File: src/rtl/processor_pkg.sv
// Shared processor definitions: opcode constants, instruction field widths,
// the instruction word layout and the fetch state encoding.
package processor_pkg;

  localparam int OPCODE_W  = 2;
  localparam int OPERAND_W = 6;
  localparam int INSTR_W   = OPCODE_W + OPERAND_W;

  typedef enum logic [OPCODE_W-1:0] {
    OP_MOV  = 2'b00,
    OP_SLL  = 2'b01,
    OP_HALT = 2'b10,
    OP_J    = 2'b11
  } opcode_t;

  typedef enum logic [2:0] {
    S_IDLE,
    S_FETCH,
    S_CAPTURE,
    S_HOLD,
    S_HALT
  } fetch_state_t;

  typedef struct packed {
    opcode_t                opcode;
    logic [OPERAND_W-1:0]   operand;
  } instr_t;

  function automatic instr_t decode(input logic [INSTR_W-1:0] word);
    return instr_t'(word);
  endfunction

endpackage

File: src/rtl/instr_fetch.sv
// Instruction fetch unit: reads one word per instruction, presents it to the
// control unit with a valid/ready handshake. Define INSTR_FETCH_HALT_EN to enable the halt opcode.
module instr_fetch
  import processor_pkg::*;
#(
  parameter int PC_W  = 6,
  parameter int CNT_W = 16
) (
  input  logic                 clk,
  input  logic                 reset,
  input  logic                 run,
  output logic [PC_W-1:0]      imem_addr,
  output logic                 imem_re,
  input  logic [INSTR_W-1:0]   imem_rdata,
  output logic                 out_valid,
  input  logic                 out_ready,
  output logic [OPCODE_W-1:0]  out_opcode,
  output logic [OPERAND_W-1:0] out_operand,
  output logic [PC_W-1:0]      out_pc,
  output logic                 halted,
  output logic [CNT_W-1:0]     retired
);

  fetch_state_t     state_q, state_d;
  logic [PC_W-1:0]  pc_q, pc_d;
  instr_t           instr_q, instr_d;
  logic [PC_W-1:0]  out_pc_q, out_pc_d;
  logic [CNT_W-1:0] retired_q, retired_d;

  // Jump target is the operand resized to the PC: zero-extended when wider, truncated when narrower.
  logic [PC_W-1:0]  jump_tgt;
  assign jump_tgt = PC_W'(instr_q.operand);

  always_comb begin
    // NOTE: every signal gets a default first so no path through the case infers a latch.
    state_d   = state_q;
    pc_d      = pc_q;
    instr_d   = instr_q;
    out_pc_d  = out_pc_q;
    retired_d = retired_q;
    imem_re   = 1'b0;
    out_valid = 1'b0;

    case (state_q)
      S_IDLE: begin
        if (run) state_d = S_FETCH;
      end
      S_FETCH: begin
        imem_re = 1'b1;
        state_d = S_CAPTURE;
      end
      S_CAPTURE: begin
        instr_d  = decode(imem_rdata);
        out_pc_d = pc_q;
        state_d  = S_HOLD;
      end
      S_HOLD: begin
        out_valid = 1'b1;
        if (out_ready) begin
          retired_d = retired_q + CNT_W'(1);
          pc_d      = (instr_q.opcode == OP_J) ? jump_tgt : pc_q + PC_W'(1);
          state_d   = run ? S_FETCH : S_IDLE;
`ifdef INSTR_FETCH_HALT_EN
          if (instr_q.opcode == OP_HALT) state_d = S_HALT;
`endif
        end
      end
`ifdef INSTR_FETCH_HALT_EN
      S_HALT: begin
        state_d = S_HALT;
      end
`endif
      default: state_d = S_IDLE;
    endcase
  end

  // Reset wins over a same-cycle handshake, so an unaccepted instruction is simply dropped.
  always_ff @(posedge clk) begin
    // NOTE: sequential state is updated with non-blocking assignments only.
    if (reset) begin
      state_q   <= S_IDLE;
      pc_q      <= '0;
      instr_q   <= '0;
      out_pc_q  <= '0;
      retired_q <= '0;
    end else begin
      state_q   <= state_d;
      pc_q      <= pc_d;
      instr_q   <= instr_d;
      out_pc_q  <= out_pc_d;
      retired_q <= retired_d;
    end
  end

  assign imem_addr   = pc_q;
  assign out_opcode  = instr_q.opcode;
  assign out_operand = instr_q.operand;
  assign out_pc      = out_pc_q;
  assign retired     = retired_q;

`ifdef INSTR_FETCH_HALT_EN
  assign halted = (state_q == S_HALT);
`else
  assign halted = 1'b0;
`endif

endmodule

File: config.mk
export PLATFORM = sky130hd
export DESIGN_NAME = instr_fetch
export DESIGN_NICKNAME = d
export VERILOG_FILES = /design/src/rtl/processor_pkg.sv /design/src/rtl/instr_fetch.sv
export SDC_FILE = /design/constraint.sdc
export NUM_CORES = 1
export LEC_CHECK = 0
export BUFFER_PORTS_ARGS = -buffer_cell sky130_fd_sc_hd__buf_2
export CAP_MARGIN = 25
export CORE_MARGIN = 8
export CORE_UTILIZATION = 45
export CTS_CLUSTER_DIAMETER = 200
export DETAILED_ROUTE_END_ITERATION = 8
export PLACE_DENSITY = 0.73
export SYNTH_ARGS = -nofsm -noshare
export SYNTH_HDL_FRONTEND = slang
export SYNTH_SLANG_ARGS = --single-unit
File: constraint.sdc
create_clock -name clk -period 2.1 [get_ports clk]
set_input_delay 0.42 -clock clk [delete_from_list [all_inputs] [get_ports clk]]
set_output_delay 0.42 -clock clk [all_outputs]
set_load 0.02 [all_outputs]
==> results of run 1 <==
how the worst max path moves through the flow:
stage                       startpoint                        to  slack, ns  cells past startpoint
2_1_floorplan  state_q[0]$_SDFFE_PP0P_  retired[13]$_SDFFE_PP0P_       0.39                      5
3_3_place_gp   state_q[0]$_SDFFE_PP0P_  retired[13]$_SDFFE_PP0P_       0.48                      5
3_5_place_dp   state_q[0]$_SDFFE_PP0P_  retired[13]$_SDFFE_PP0P_       0.43                      5
4_1_cts        state_q[0]$_SDFFE_PP0P_  retired[13]$_SDFFE_PP0P_       0.41                      5
5_1_grt        state_q[0]$_SDFFE_PP0P_  retired[15]$_SDFFE_PP0P_       0.27                      5
6_report       state_q[0]$_SDFFE_PP0P_  retired[13]$_SDFFE_PP0P_       0.41                      5
worst reg2reg max path, delay by kind of cell (launching register included):
kind,cells,cell delay [ns]
adder cells (fa/ha/maj),1,0.31
flip-flops,1,0.38
multiplexers,1,0.31
AND/OR/NAND/NOR,3,0.58
power by group through the flow:
stage	Combinational [mW]	Clock (mW)	Sequential, mW
after floorplan	0.268	0	0.880
after global placement	0.409	0	0.842
after detailed placement	0.414	0	0.845
after CTS	0.417	0.524	0.829
after global routing	0.457	0.572	0.839
final	0.414	0.515	0.830
cells in the mapped netlist (3+ instances only):
master | n | area share, %
a211oi_1 | 3 | 1.3
a21oi_1 | 9 | 2.6
a31oi_1 | 4 | 1.4
buf_2 | 3 | 0.86
clkbuf_1 | 4 | 0.86
dfxtp_1 | 38 | 43
ha_1 | 6 | 4.3
inv_1 | 5 | 1.1
mux2i_1 | 14 | 8.0
nand2_1 | 14 | 3.0
nand2b_1 | 3 | 1.1
nand3_1 | 10 | 2.9
nor2_1 | 33 | 7.1
nor3_1 | 6 | 1.7
o21ai_0 | 4 | 1.1
xnor2_1 | 9 | 4.5
final cells by class:
cell class / count / area share [%]
Multi-Input combinational cell: 143 / 43.7
Sequential cell: 38 / 35.8
Timing Repair Buffer: 51 / 12.3
Clock buffer: 6 / 3.89
Tap cell: 48 / 2.83
Inverter: 5 / 0.884
Clock inverter: 2 / 0.589
state kept, by name, summed over array words and instances (netlist names):
| name | count |
|---|---|
| retired | 16 |
| imem_addr | 6 |
| out_operand | 6 |
| out_pc | 6 |
| out_opcode | 2 |
| state_q | 2 |
through the flow:
stage	instances	power (mW)	utilization, %
after floorplan	195	1.15	-
after global placement	285	1.25	55.0
after detailed placement	285	1.26	55.0
after CTS	293	1.77	57.6
after global routing	293	1.87	57.6
final	293	1.76	57.6
placed cells by master (no fill, tap or decap), types with 3 or more instances in the layout:
cell type  instances
a211oi_1           3
a21oi_1            9
a31oi_1            4
buf_2             49
clkbuf_8           6
dfxtp_1           38
ha_1               6
inv_1              5
mux2i_1           14
nand2_1           14
nand2b_1           3
nand3_1           10
nor2_1            33
nor3_1             6
o21ai_0            4
xnor2_1            9
logic make-up (layout without fill, tap and decap cells):
logic type                 after synthesis  in the layout  synth area share [%]
muxes                                   16             16                  9.30
DFF                                     38             38                  43.5
xor gates and xnor gates                11             11                  5.51
adders and majority gates                6              6                  4.29
other                                    1              1                 0.214
buffers and inverters                   14             64                  3.43
and+or+nand+nor                         85             85                  25.6
AOI/OAI and AO/OA                       24             24                  8.15
metal layers:
layer	track usage [%]	vias up	part of all wire (%)
li1	-	770	-
met1	17.3	671	48
met2	19.3	43	43
met3	5.01	4	7.3
met4	6.30	0	1.3
met5	0	-	0
==> flow_summary.yaml, run 1 <==
pwr:
  p_sw_share_pct: 31.5
  p_clk_share_pct: 29.3
  power_frac_seq_pct: 47.2
  p_leak_nw: 0.890
  power.density_mw_per_mm2: 828
  p_int_mw: 1.21
  pwr-share-comb_pct: 23.5
  p_switching_mw: 0.554
  ir_drop_v: 0.000495
cts:
  cts_tree: "yes"
  ctsHoldBuffers: 0
  clock_latency_ns: 0.29
  path_clk_slew_ns: 0.08
  cts_num_sinks: 38
  cts_buffers: 5
  clk_path_buf_depth: 2
  cts-resized-gates: 0
  htree_levels: 2
  clockRootBuffer: "clkbuf_8"
  post-cts-setup-buffer-count: 0
place:
  gp_congestion: 0.778
  place_area_mm2: 0.00203
  dp_hpwl_um: 2850
  port-buffer-count: 49
  pre_cts_ws_ns: 0.433
detailed_routing:
  drtPass1Iterations: 4
  drc: 0
  wl_per_cell_um: 13.6
  routed_wl_um: 3980
  dr.first_iter.drc_count: 116
  num_vias: 1488
  ant_nets: 0
  vias_per_cell: 5.08
critical_path:
  rr_endpoint: "retired[13]$_SDFFE_PP0P_"
  worstPathRequired_ns: 2.28
  crit_path_max_incr_delay_ns: 0.38
  cp_cell_sequence: "ha_1, nand3_2, nor3_4, nand3_1, mux2_1"
  crit_fanout: 7
  crit_arrival_ns: 1.87
  critPathTopFamily: "simple AND/OR/NAND/NOR gates"
  ff2ff_setup_slack_ns: 0.41
  start_kind: "flip-flop"
  end_kind: "flip-flop"
  path_class: "flip-flop to flip-flop"
  r2r-start: "state_q[0]$_SDFFE_PP0P_"
  critPathBufInv: 0
  reg2reg_depth: 5
  critPathSlowestCell: "dfxtp_1"
synth:
  synth_fp_nets: 213
  ys_seq_area_share_pct: 43.5
  synth_flop_cell: "dfxtp_1"
  synth_cells: 195
  syn_area_per_cell_um2: 8.97
  synth_edf_count: 0
  ys_types: 38
  ys_ff_latch: 38
  netlist_area_mm2: 0.00175
  synth-async-reset-ratio_pct: 0
  synth_warnings: 0
hold_path:
  hp-class: "input port to flip-flop"
  min_to: "out_operand[0]$_SDFFE_PP0P_"
  holdCritStartpoint: "imem_rdata[0]"
  min_path_cells: 3
final_layout:
  multi_input_area_um2: 928
  fill_cells: 355
  layout-drive-gt1-share_pct: 26.9
  stdcell_area_mm2: 0.00212
  fin_nets: 262
  syn_to_final_growth_pct: 21.4
  antennaDiodeCount: 0
  register_area_um2: 761
flow_run:
  cap_violations: 0
timing:
  fmax_mhz: 590
  post-route-period-util_pct: 80.7
  skew_ns: 0.00705
  fin_hold_ws_ns: 0.366
  setup_ws_ns: 0.406
  setup_tns_ns: 0
  rsz0062_at_grt: "no"
  final-max-slew-violation-count: 0
  setup_viol: 0
  finalHoldViolations: 0
  period_minus_slack_ns: 1.69
global_route:
  grt-ovfl-total: 0
  antenna_found_initial: 0
  grt_max_degree: 22
  grt_pass1_wl_um: 6830
  grt_pass1_vias: 1373
  track_usage_pct: 13.4
die:
  io_pins: 51
  fp.dieH_um: 78.3
  dieArea_mm2: 0.00614
  die_w_um: 78.3
  core_mm2: 0.00369
  core.rowCount: 22
  start_util_pct: 47.4
status:
  status: "complete, no violations"
Note: power is estimated with default switching activity, not from simulation.
==> run 2, diff against run 1 <==
==> constraint.sdc (replaced) <==
create_clock -name clk -period 1.72 [get_ports clk]
set_input_delay 0.344 -clock clk [delete_from_list [all_inputs] [get_ports clk]]
set_output_delay 0.344 -clock clk [all_outputs]
set_load 0.02 [all_outputs]
==> run 2 against run 1 <==
Hold slack worse by 0.088 ns. Non-clock buffer count is 2 higher. Clock skew rose by 0.0014 ns. Sequential share of layout area fell by 0.46 points. Highest routed layer unchanged.
==> flow_summary.yaml, run 2 (synthesized netlist as in run 1, its figures left out) <==
detailed_routing:
  drc: 0
  dr_wl_met3_um: 241
  wl_per_cell_um: 13.3
  drtPass1Iterations: 4
  routedLengthMet1_um: 2000
  ant_nets: 0
  top_layer: "met4"
  wl_met2_um: 1590
  vias_per_cell: 5.02
  routed_wl_um: 3920
  num_vias: 1480
  dr.first_iter.drc_count: 118
final_layout:
  final_common_cell: "buf_2"
  largest_reg_flops: 16
  final_cell_mix: "49 x buf_2, 38 x dfxtp_1, 33 x nor2_1"
  syn_to_final_growth_pct: 23.0
  antennaDiodeCount: 0
  stdcell_area_mm2: 0.00215
  utilization_pct: 58.3
  fin_nets: 264
  layout-drive-gt1-share_pct: 27.5
  fill_cells: 353
  fin_cells: 295
pwr:
  ir_drop_v: 0.000585
  power_mw: 2.19
  power.density_mw_per_mm2: 1020
  p_leak_nw: 0.904
cts:
  clockRootBuffer: "clkbuf_8"
  cts_num_sinks: 38
  path_clk_slew_ns: 0.08
  cts-resized-gates: 0
  htree_levels: 2
  clock_latency_ns: 0.29
  cts_buffers: 5
  clk_path_buf_depth: 2
  cts_tree: "yes"
  ctsHoldBuffers: 0
  post-cts-setup-buffer-count: 0
die:
  core.rowCount: 22
  die_w_um: 78.3
  fp.dieH_um: 78.3
  start_util_pct: 47.4
  io_pins: 51
  dieArea_mm2: 0.00614
  core_mm2: 0.00369
critical_path:
  start_kind: "flip-flop"
  path_class: "flip-flop to flip-flop"
  end_kind: "flip-flop"
  crit_fanout: 6
  worstPathRequired_ns: 1.90
  crit_arrival_ns: 1.80
timing:
  setup_tns_ns: 0
  finalHoldViolations: 0
  setup_viol: 0
  period_minus_slack_ns: 1.62
  skew_ns: 0.00847
  rsz0062_at_grt: "no"
  fin_hold_ws_ns: 0.279
  final-max-slew-violation-count: 0
  fmax_mhz: 618
  setup_ws_ns: 0.103
  post-route-period-util_pct: 94.0
status:
  status: "complete, no violations"
global_route:
  grt_pass1_vias: 1386
  grt_max_degree: 22
  grt_pass1_wl_um: 6720
  track_usage_pct: 13.2
  antenna_found_initial: 0
  grt-ovfl-total: 0
place:
  place_inst: 287
  pre_cts_ws_ns: 0.123
  place_area_mm2: 0.00206
  dp_hpwl_um: 2870
  gp_congestion: 0.776
  port-buffer-count: 49
hold_path:
  hp-class: "input port to flip-flop"
flow_run:
  cap_violations: 0
==> run 2: cell count changes in the layout (fill, tap and decap cells not counted), sizes merged <==
cell	before	now
buf	51	53
==> run 2: per-layer routing <==
layer  vias up  global-route usage [%]
met3         7                    3.99
met2        31                    18.5
li1        768                       -
met4         0                    7.22
met5         -                       0
met1       674                    17.5
==> run 2: cell type report <==
type	count	area, um2	share of cell area [%]
Multi-Input combinational cell	143	928	43.2
Sequential cell	38	761	35.4
Timing Repair Buffer	53	288	13.4
Clock buffer	6	82.6	3.84
Tap cell	48	60.1	2.79
Inverter	5	18.8	0.873
Clock inverter	2	12.5	0.582
==> run 2: worst max-delay path: stages, from the launching register on <==
cell and delay (ns):
dfxtp_1 0.38, ha_1 0.25, nand3_2 0.18, nor3_4 0.28, nand3_1 0.12, mux2_1 0.31
==> run 2: path summary, 6_finish.rpt <==
check                               start                     endpoint  slack, ns  cells past startpoint
setup reg to reg  state_q[0]$_SDFFE_PP0P_     retired[13]$_SDFFE_PP0P_       0.10                      5
hold reg to reg    out_pc[5]$_SDFFE_PP0P_       out_pc[5]$_SDFFE_PP0P_       0.49                      2
hold / removal              imem_rdata[5]  out_operand[5]$_SDFFE_PP0P_       0.28                      3
setup / recovery  state_q[0]$_SDFFE_PP0P_     retired[13]$_SDFFE_PP0P_       0.10                      5
==> run 2: where the power goes <==
group	switching (mW)	internal [mW]	total [mW]
sequential	0.0626	0.947	1.01
clock	0.316	0.322	0.638
combinational	0.311	0.228	0.540
total	0.690	1.50	2.19
